### src/rtl/mem_arb_pkg.sv
// Shared constants for the two-port memory bus arbiter: FSM encoding and
// ControlBus bit positions.
package mem_arb_pkg;

  localparam int   ST_W      = 2;
  localparam logic [ST_W-1:0] ST_IDLE   = 2'd0;
  localparam logic [ST_W-1:0] ST_ACCESS = 2'd1;
  localparam logic [ST_W-1:0] ST_ACK    = 2'd2;

  localparam int CB_W  = 3;
  localparam int CB_WR = 2;
  localparam int CB_RD = 1;

  localparam int WCNT_W = 3;

endpackage

### src/rtl/rr_arbiter2.sv
// Two-way round-robin pick: a lone requester wins, on contention the port
// that did not win last time gets the bus.
module rr_arbiter2 (
  input  logic [1:0] req,
  input  logic       last,
  output logic [1:0] gnt
);
  // one-hot grant from request vector and last winner
  always_comb begin
    gnt = req;
    if (req == 2'b11) gnt = last ? 2'b01 : 2'b10;
  end
endmodule

### src/rtl/mem_bus_arbiter.sv
// Shares one memory bus between a CPU port (0) and a loader/debug port (1).
// Each transaction goes IDLE -> ACCESS (1 cycle write, RD_LAT cycles read)
// -> ACK (one-cycle pulse) -> IDLE, so grants are never back-to-back.
module mem_bus_arbiter
  import mem_arb_pkg::*;
#(
  parameter int DW     = 32,
  parameter int AW     = 32,
  parameter int RD_LAT = 1
) (
  input  logic          InputClk,
  input  logic          rst,
  input  logic          m0_req,
  input  logic          m0_we,
  input  logic [AW-1:0] m0_addr,
  input  logic [DW-1:0] m0_wdata,
  output logic [DW-1:0] m0_rdata,
  output logic          m0_ack,
  input  logic          m1_req,
  input  logic          m1_we,
  input  logic [AW-1:0] m1_addr,
  input  logic [DW-1:0] m1_wdata,
  output logic [DW-1:0] m1_rdata,
  output logic          m1_ack,
  output logic [AW-1:0] AddressBus,
  output logic [DW-1:0] DataBusOut,
  input  logic [DW-1:0] DataBusIn,
  output logic [2:0]    ControlBus,
  output logic          grant_id,
  output logic          busy,
  output logic [31:0]   txn_count
);

  logic [ST_W-1:0]   state_q, state_d;
  logic              gnt_q, gnt_d;
  logic              last_q, last_d;
  logic              we_q, we_d;
  logic [AW-1:0]     addr_q, addr_d;
  logic [DW-1:0]     wdata_q, wdata_d;
  logic [WCNT_W-1:0] wcnt_q, wcnt_d;
  logic [DW-1:0]     rdata0_q, rdata0_d;
  logic [DW-1:0]     rdata1_q, rdata1_d;
  logic [31:0]       txn_q, txn_d;
  logic [1:0]        rr_gnt;

  rr_arbiter2 u_rr (
    .req  ({m1_req, m0_req}),
    .last (last_q),
    .gnt  (rr_gnt)
  );

  // next-state: latch winner in IDLE, count read wait, count completions in ACK
  always_comb begin
    state_d  = state_q;
    gnt_d    = gnt_q;
    last_d   = last_q;
    we_d     = we_q;
    addr_d   = addr_q;
    wdata_d  = wdata_q;
    wcnt_d   = wcnt_q;
    rdata0_d = rdata0_q;
    rdata1_d = rdata1_q;
    txn_d    = txn_q;
    case (state_q)
      ST_IDLE: begin
        if (|rr_gnt) begin
          gnt_d   = rr_gnt[1];
          last_d  = rr_gnt[1];
          we_d    = rr_gnt[1] ? m1_we    : m0_we;
          addr_d  = rr_gnt[1] ? m1_addr  : m0_addr;
          wdata_d = rr_gnt[1] ? m1_wdata : m0_wdata;
          wcnt_d  = WCNT_W'(RD_LAT - 1);
          state_d = ST_ACCESS;
        end
      end
      ST_ACCESS: begin
        if (we_q) begin
          state_d = ST_ACK;
        end else if (wcnt_q == '0) begin
          // last read cycle: memory data is valid now
          if (gnt_q) rdata1_d = DataBusIn;
          else       rdata0_d = DataBusIn;
          state_d = ST_ACK;
        end else begin
          wcnt_d = wcnt_q - 1'b1;
        end
      end
      ST_ACK: begin
        txn_d   = txn_q + 32'd1;
        state_d = ST_IDLE;
      end
      default: state_d = ST_IDLE;
    endcase
  end

  // registers; reset aborts any transaction in flight and favours port 0 next
  always_ff @(posedge InputClk) begin
    if (!rst) begin
      state_q  <= ST_IDLE;
      gnt_q    <= 1'b0;
      last_q   <= 1'b1;
      we_q     <= 1'b0;
      addr_q   <= '0;
      wdata_q  <= '0;
      wcnt_q   <= '0;
      rdata0_q <= '0;
      rdata1_q <= '0;
      txn_q    <= '0;
    end else begin
      state_q  <= state_d;
      gnt_q    <= gnt_d;
      last_q   <= last_d;
      we_q     <= we_d;
      addr_q   <= addr_d;
      wdata_q  <= wdata_d;
      wcnt_q   <= wcnt_d;
      rdata0_q <= rdata0_d;
      rdata1_q <= rdata1_d;
      txn_q    <= txn_d;
    end
  end

  // bus strobes only in ACCESS; address/data simply hold between transactions
  always_comb begin
    ControlBus        = '0;
    ControlBus[CB_WR] = (state_q == ST_ACCESS) &&  we_q;
    ControlBus[CB_RD] = (state_q == ST_ACCESS) && !we_q;
  end

  assign AddressBus = addr_q;
  assign DataBusOut = wdata_q;
  assign m0_rdata   = rdata0_q;
  assign m1_rdata   = rdata1_q;
  assign m0_ack     = (state_q == ST_ACK) && !gnt_q;
  assign m1_ack     = (state_q == ST_ACK) &&  gnt_q;
  assign grant_id   = gnt_q;
  assign busy       = (state_q != ST_IDLE);
  assign txn_count  = txn_q;

endmodule

### config.mk
export PLATFORM = sky130hd
export DESIGN_NAME = mem_bus_arbiter
export DESIGN_NICKNAME = d
export VERILOG_FILES = /design/src/rtl/mem_arb_pkg.sv /design/src/rtl/rr_arbiter2.sv /design/src/rtl/mem_bus_arbiter.sv
export SDC_FILE = /design/constraint.sdc
export NUM_CORES = 1
export LEC_CHECK = 0
export CORE_MARGIN = 1.5
export CORE_UTILIZATION = 41
export DETAILED_ROUTE_END_ITERATION = 16
export GPL_ROUTABILITY_DRIVEN = 0
export HOLD_SLACK_MARGIN = 0.08
export PLACE_DENSITY = 0.86
export SYNTH_ARGS = -nofsm -noshare
export SYNTH_HDL_FRONTEND = slang
export SYNTH_SLANG_ARGS = --single-unit
### constraint.sdc
create_clock -name InputClk -period 2.1 [get_ports InputClk]
set_input_delay 0.21 -clock InputClk [delete_from_list [all_inputs] [get_ports InputClk]]
set_output_delay 0.21 -clock InputClk [all_outputs]
set_load 0.005 [all_outputs]
==> results of run 1 <==
==> stage by stage <==
| step | worst slack [ps] | utilization | hold WS, ps |
|---|---|---|---|
| after floorplan | 330 | - | 282 |
| after global placement | 175 | 0.649 | 441 |
| after detailed placement | 206 | 0.649 | 446 |
| after CTS | 68.1 | 0.686 | 347 |
| after global routing | 2.59 | 0.687 | 351 |
| final | 116 | 0.687 | 362 |
==> worst paths after layout <==
kind            startpoint       endpoint  slack [ps]  cells after the start
max             state_q[1]           busy         120                      2
min          DataBusIn[19]   m1_rdata[19]         360                      3
min reg2reg   m1_rdata[20]   m1_rdata[20]         450                      2
max reg2reg   txn_count[0]  txn_count[12]         220                      6
==> power by group <==
| part | total, W | leakage [nW] | internal [W] | switching [W] |
|---|---|---|---|---|
| logic | 0.00182 | 2.40 | 0.00105 | 0.000765 |
| clock network | 0.00317 | 0.282 | 0.00181 | 0.00136 |
| registers | 0.00361 | 1.37 | 0.00345 | 0.000163 |
==> registers in the layout, summed over array words and instances, names as in the netlist <==
signal,flops
AddressBus,32
m1_rdata,32
m0_rdata,32
last_q,1
we_q,1
state_q,2
wcnt_q,3
DataBusOut,32
grant_id,1
txn_count,32
==> worst max-delay path: cells and delay by family (launching register included) <==
family | cells | cell delay, ps
buffers and inverters | 1 | 610
and+or+nand+nor | 1 | 340
DFF | 1 | 420
==> cells by family after synthesis <==
logic type,count (synthesis)
xor gates and xnor gates,28
and+or+nand+nor,310
other,1
adders and majority gates,3
muxes,66
DFF,168
buffers and inverters,61
AOI/OAI and AO/OA,146
==> layout make-up <==
class                           count  share of cell area
Timing Repair Buffer              348               0.321
Multi-Input combinational cell    554               0.293
Inverter                            6             0.00227
Clock inverter                     14              0.0144
Sequential cell                   168               0.305
Clock buffer                       18              0.0398
Tap cell                          216              0.0245
==> per-layer routing <==
| metal | part of all wire | track usage | wire (µm) |
|---|---|---|---|
| met5 | 0 | 0 | 0 |
| met1 | 0.41 | 0.294 | 8820 |
| met4 | 0.041 | 0.117 | 870 |
| met2 | 0.48 | 0.410 | 10200 |
| met3 | 0.067 | 0.0569 | 1430 |
==> Yosys cell counts, types with 3 or more instances <==
cell type,count
xnor2_1,6
and4_1,3
inv_1,6
o21ai_0,5
and3_1,5
or3_1,3
a211oi_1,65
nor3_1,6
mux2i_1,66
buf_2,17
xor2_1,22
dfxtp_1,168
nand3_1,13
clkbuf_1,30
buf_1,7
nand4_1,8
ha_1,3
or2_2,3
and2_1,3
nor2_1,107
a21oi_1,70
nand2_1,146
==> timing repair <==
action	4_1_cts	5_1_grt
endpoints found under the hold margin	0	0
resized for setup	0	2
endpoints found under the setup margin	0	1
==> flow_summary_export.csv, run 1 <==
group,metric,value,unit
status,status,"completed",
placement,hpwlAfterDp,15400,µm
worst_setup_path,cp_cell_sequence,"or2_0 > clkdlybuf4s50_1",
floorplan,io_pins,333,
cts,cts_hold_buffers,0,
cts,post_cts_buffers,0,
finish,n_antenna_cell,0,
worst_setup_path,worstSetupPathType,"reg2out",
synthesis,ys_ff_latch,168,
worst_setup_path,worstPathArrival,1770,ps
synthesis,synth-xor-area-share,0.0360,
synthesis,syn_inst,783,
finish,seqCellArea,3360,µm²
route,routedWlPerCell,16.1,µm
finish,stdcell_count,1324,
placement,io_buffers,331,
sta,finalMaxSlewViolations,0,
sta,rsz0062_at_grt,"no",
finish,finish.instance_area,11000,µm²
global_routing,overflow,0,
finish,layout_common_cells,"clkdlybuf4s50_1 (330), dfxtp_1 (168), nand2_1 (146)",
synthesis,syn_area_per_cell,8.71,µm²
sta,period_needed,1980,ps
sta,slew_headroom,0.580,
global_routing,grt_start_max_net_pins,85,
finish,final_common_cell,"clkdlybuf4s50_1",
synthesis,seq_area_frac_synth,0.493,
finish,multi_input_comb_area,3230,µm²
cts,clk_latency,420,ps
synthesis,synth_compound_gate_area_share,0.134,
power,power.total,0.00861,W
run,maxCapViolations,0,
floorplan,rows,46,
route,dr_total_vias,6678,
power,peakVddDrop,0.605,mV
cts,cts-root-buf,"clkbuf_16",
cts,cts_buffers,17,
cts,cts.path.max_buffers,2,
cts,clk_pin_slew,70,ps
sta,hold_viol,0,
synthesis,synth_top_family_by_area,"simple AND/OR/NAND/NOR gates",
synthesis,synth_top_area_cell,"dfxtp_1",
placement,dpl_cell_area,10400,µm²
synthesis,synthAdderAreaFrac,0.00550,
finish,drive_gt1_frac,0.0551,
synthesis,synth_top_area_frac,0.493,
global_routing,grt_pass1_vias,6476,
synthesis,synth_nets,952,
synthesis,synth-async-reset-ratio,0,
synthesis,yosys_warnings,0,
global_routing,antenna_found_initial,0,
finish,fillCellCount,1258,
finish,nets,1264,
synthesis,synth-simple-area-share,0.197,
route,via_per_inst,5.04,
route,drt-initial-drc-count,349,
floorplan,die_x,132,µm
worst_setup_path,slowest_delay,610,ps
sta,worstMarginPinSlew,630,ps
floorplan,coreArea,16100,µm²
synthesis,synth_edf_count,0,
cts,htree_levels,4,
worst_setup_path,cp_slowest_cell,"clkdlybuf4s50_1",
route,ant_nets,0,
cts,cts.sinks,168,
power,p_per_area,780,nW/µm²
synthesis,synth_mux_area_frac,0.0968,
sta,fmax,504,MHz
worst_setup_path,start_kind,"register",
floorplan,initial_core_util,0.425,
synthesis,syn-cell-area,6820,µm²
power,p_leak,4.06,nW
route,drc_errors,0,
route,routed_wl,21300,µm
floorplan,die-area,17400,µm²
global_routing,grt_pass1_wl,34000,µm
route,firstDrtPassIters,5,
worst_setup_path,endpoint_kind,"output port",
synthesis,ys.flop_type,"dfxtp_1",
worst_setup_path,worst-path-max-fanout,6,
finish,syn2layout_area_growth,61.7,%
cts,tritoncts,"yes",
sta,setup_viol,0,
placement,place_inst,1292,
synthesis,netlist_top_cells_area,"dfxtp_1 (49%), mux2i_1 (9.7%), nand2_1 (8.0%), a211oi_1 (7.2%), nor2_1 (5.9%)",
synthesis,synth.distinct_cells,38,
worst_hold_path,hold_class,"in2reg",
floorplan,die_y,132,µm
global_routing,grt.total_usage,0.244,
sta,clock-skew-final,11.9,ps
sta,setup_tns,0,ps
sta,finalCritPeriodShare,0.945,
worst_setup_path,required,1890,ps
(Power assumes the default switching activity.)
==> run 2: changes to the inputs <==
--- a/config.mk
+++ b/config.mk
@@ -5,12 +5,14 @@
 export SDC_FILE = /design/constraint.sdc
 export NUM_CORES = 1
 export LEC_CHECK = 0
+export ABC_AREA = 0
 export CORE_MARGIN = 1.5
 export CORE_UTILIZATION = 41
 export DETAILED_ROUTE_END_ITERATION = 16
 export GPL_ROUTABILITY_DRIVEN = 0
 export HOLD_SLACK_MARGIN = 0.08
-export PLACE_DENSITY = 0.86
+export PLACE_DENSITY = 0.81
+export REMOVE_ABC_BUFFERS = 1
 export SYNTH_ARGS = -nofsm -noshare
 export SYNTH_HDL_FRONTEND = slang
 export SYNTH_SLANG_ARGS = --single-unit
==> flow_summary_export.csv, run 2 (synthesized netlist as in run 1, its figures left out) <==
group,metric,value,unit
finish,n_antenna_cell,0,
worst_setup_path,slowest_delay,520,ps
cts,clk_pin_slew,60,ps
finish,drive_gt1_frac,0.0626,
finish,nets,1275,
finish,seqCellArea,3360,µm²
global_routing,grt.total_usage,0.248,
worst_setup_path,endpoint_kind,"output port",
worst_setup_path,start_kind,"register",
power,p_per_area,764,nW/µm²
global_routing,grt_pass1_wl,34200,µm
route,drt-initial-drc-count,305,
worst_setup_path,worstPathArrival,1810,ps
route,routedWlPerCell,16.3,µm
sta,clock-skew-final,9.81,ps
cts,cts_hold_buffers,0,
sta,hold_viol,0,
worst_setup_path,cp_cell_sequence,"nor3b_1 > buf_4 > clkdlybuf4s50_1",
cts,cts-root-buf,"clkbuf_16",
worst_setup_path,required,1890,ps
route,dr_total_vias,6716,
worst_setup_path,cp_slowest_cell,"clkdlybuf4s50_1",
floorplan,die-area,17400,µm²
placement,io_buffers,331,
route,firstDrtPassIters,4,
route,drc_errors,0,
cts,cts_buffers,17,
floorplan,rows,46,
worst_setup_path,worst-path-max-fanout,9,
placement,dpl_cell_area,10600,µm²
global_routing,antenna_found_initial,1,
floorplan,die_y,132,µm
sta,worstMarginPinSlew,524,ps
finish,syn2layout_area_growth,63.3,%
floorplan,coreArea,16100,µm²
finish,finish.instance_area,11100,µm²
sta,whs,371,ps
cts,tritoncts,"yes",
sta,finalMaxSlewViolations,0,
sta,period_needed,2020,ps
worst_setup_path,worstSetupPathType,"reg2out",
floorplan,io_pins,333,
cts,cts.sinks,168,
route,routed_wl,21700,µm
floorplan,initial_core_util,0.425,
power,p_leak,4.11,nW
cts,cts.path.max_buffers,2,
route,ant_nets,0,
sta,rsz0062_at_grt,"no",
cts,htree_levels,4,
finish,final_common_cell,"clkdlybuf4s50_1",
sta,fmax,495,MHz
power,peakVddDrop,0.561,mV
global_routing,overflow,0,
worst_hold_path,hold_class,"in2reg",
placement,hpwlAfterDp,16100,µm
global_routing,grt_start_max_net_pins,41,
sta,setup_viol,0,
run,maxCapViolations,0,
sta,slew_headroom,0.648,
finish,layout_common_cells,"clkdlybuf4s50_1 (331), dfxtp_1 (168), nand2_1 (146)",
finish,multi_input_comb_area,3230,µm²
status,status,"completed",
global_routing,grt_pass1_vias,6534,
floorplan,die_x,132,µm
sta,finalCritPeriodShare,0.962,
finish,fillCellCount,1251,
route,via_per_inst,5.03,
cts,clk_latency,420,ps
==> run 2: cell count changes in the layout (fill, tap and decap cells not counted), sizes merged <==
| cell | delta |
|---|---|
| clkinv | +3 |
| buf | +11 |
| bufinv | -1 |
| clkdlybuf4s50 | +1 |
| dlymetal6s2s | -1 |
| inv | -5 |
| clkinvlp | -1 |
| clkbuf | +4 |
==> run 2: power breakdown <==
part | switching, W | internal [W]
clock network | 0.00128 | 0.00173
registers | 0.000166 | 0.00345
logic | 0.000783 | 0.00110
total | 0.00223 | 0.00628
==> run 2: final timing paths <==
path	endpoint	cells after the start	from	slack [ps]
worst min-delay path	m0_rdata[2]	3	DataBusIn[2]	370
worst max-delay path	ControlBus[1]	3	we_q	80
worst min register to register	m0_rdata[2]	2	m0_rdata[2]	450
worst max register to register	txn_count[25]	5	txn_count[9]	300
==> run 2: critical path, delay by kind of cell, from the launching register on <==
kind                   cells  cell delay, ps
buffers and inverters      2             700
AND/OR/NAND/NOR            1             300
flip-flops                 1             390
==> run 2: metrics by stage <==
stage	total power, W	util	setup slack, ps	instances	TNS, ps
finish	0.00851	0.694	80.3	1335	0
global route	0.00891	0.694	0.651	1335	0
CTS	0.00859	0.694	47.4	1335	0
detailed placement	0.00557	0.658	271	1303	0
global placement	0.00553	0.658	314	1303	0
floorplan	0.00448	-	-3440	728	-308170
==> run 2: routing by layer <==
metal  GRT usage  vias to the layer above  wire length [µm]  part of all wire
li1            -                     3326                 -                 -
met1       0.282                     3069              8570              0.39
met2       0.433                      276             10900              0.50
met3      0.0727                       43              1660             0.076
met4       0.104                        2               600             0.028
met5           0                        -                11           0.00051
==> run 2: cell type report <==
| type | instances | area share |
|---|---|---|
| Clock inverter | 10 | 0.00842 |
| Multi-Input combinational cell | 554 | 0.290 |
| Inverter | 6 | 0.00225 |
| Clock buffer | 22 | 0.0426 |
| Sequential cell | 168 | 0.302 |
| Tap cell | 216 | 0.0243 |
| Timing Repair Buffer | 359 | 0.331 |
==> run 2: repair_timing <==
item / 4_1_cts / 5_1_grt
endpoints found under the setup margin: 2 / 0
setup buffers: 0 / 0
gates resized for setup: 1 / 0
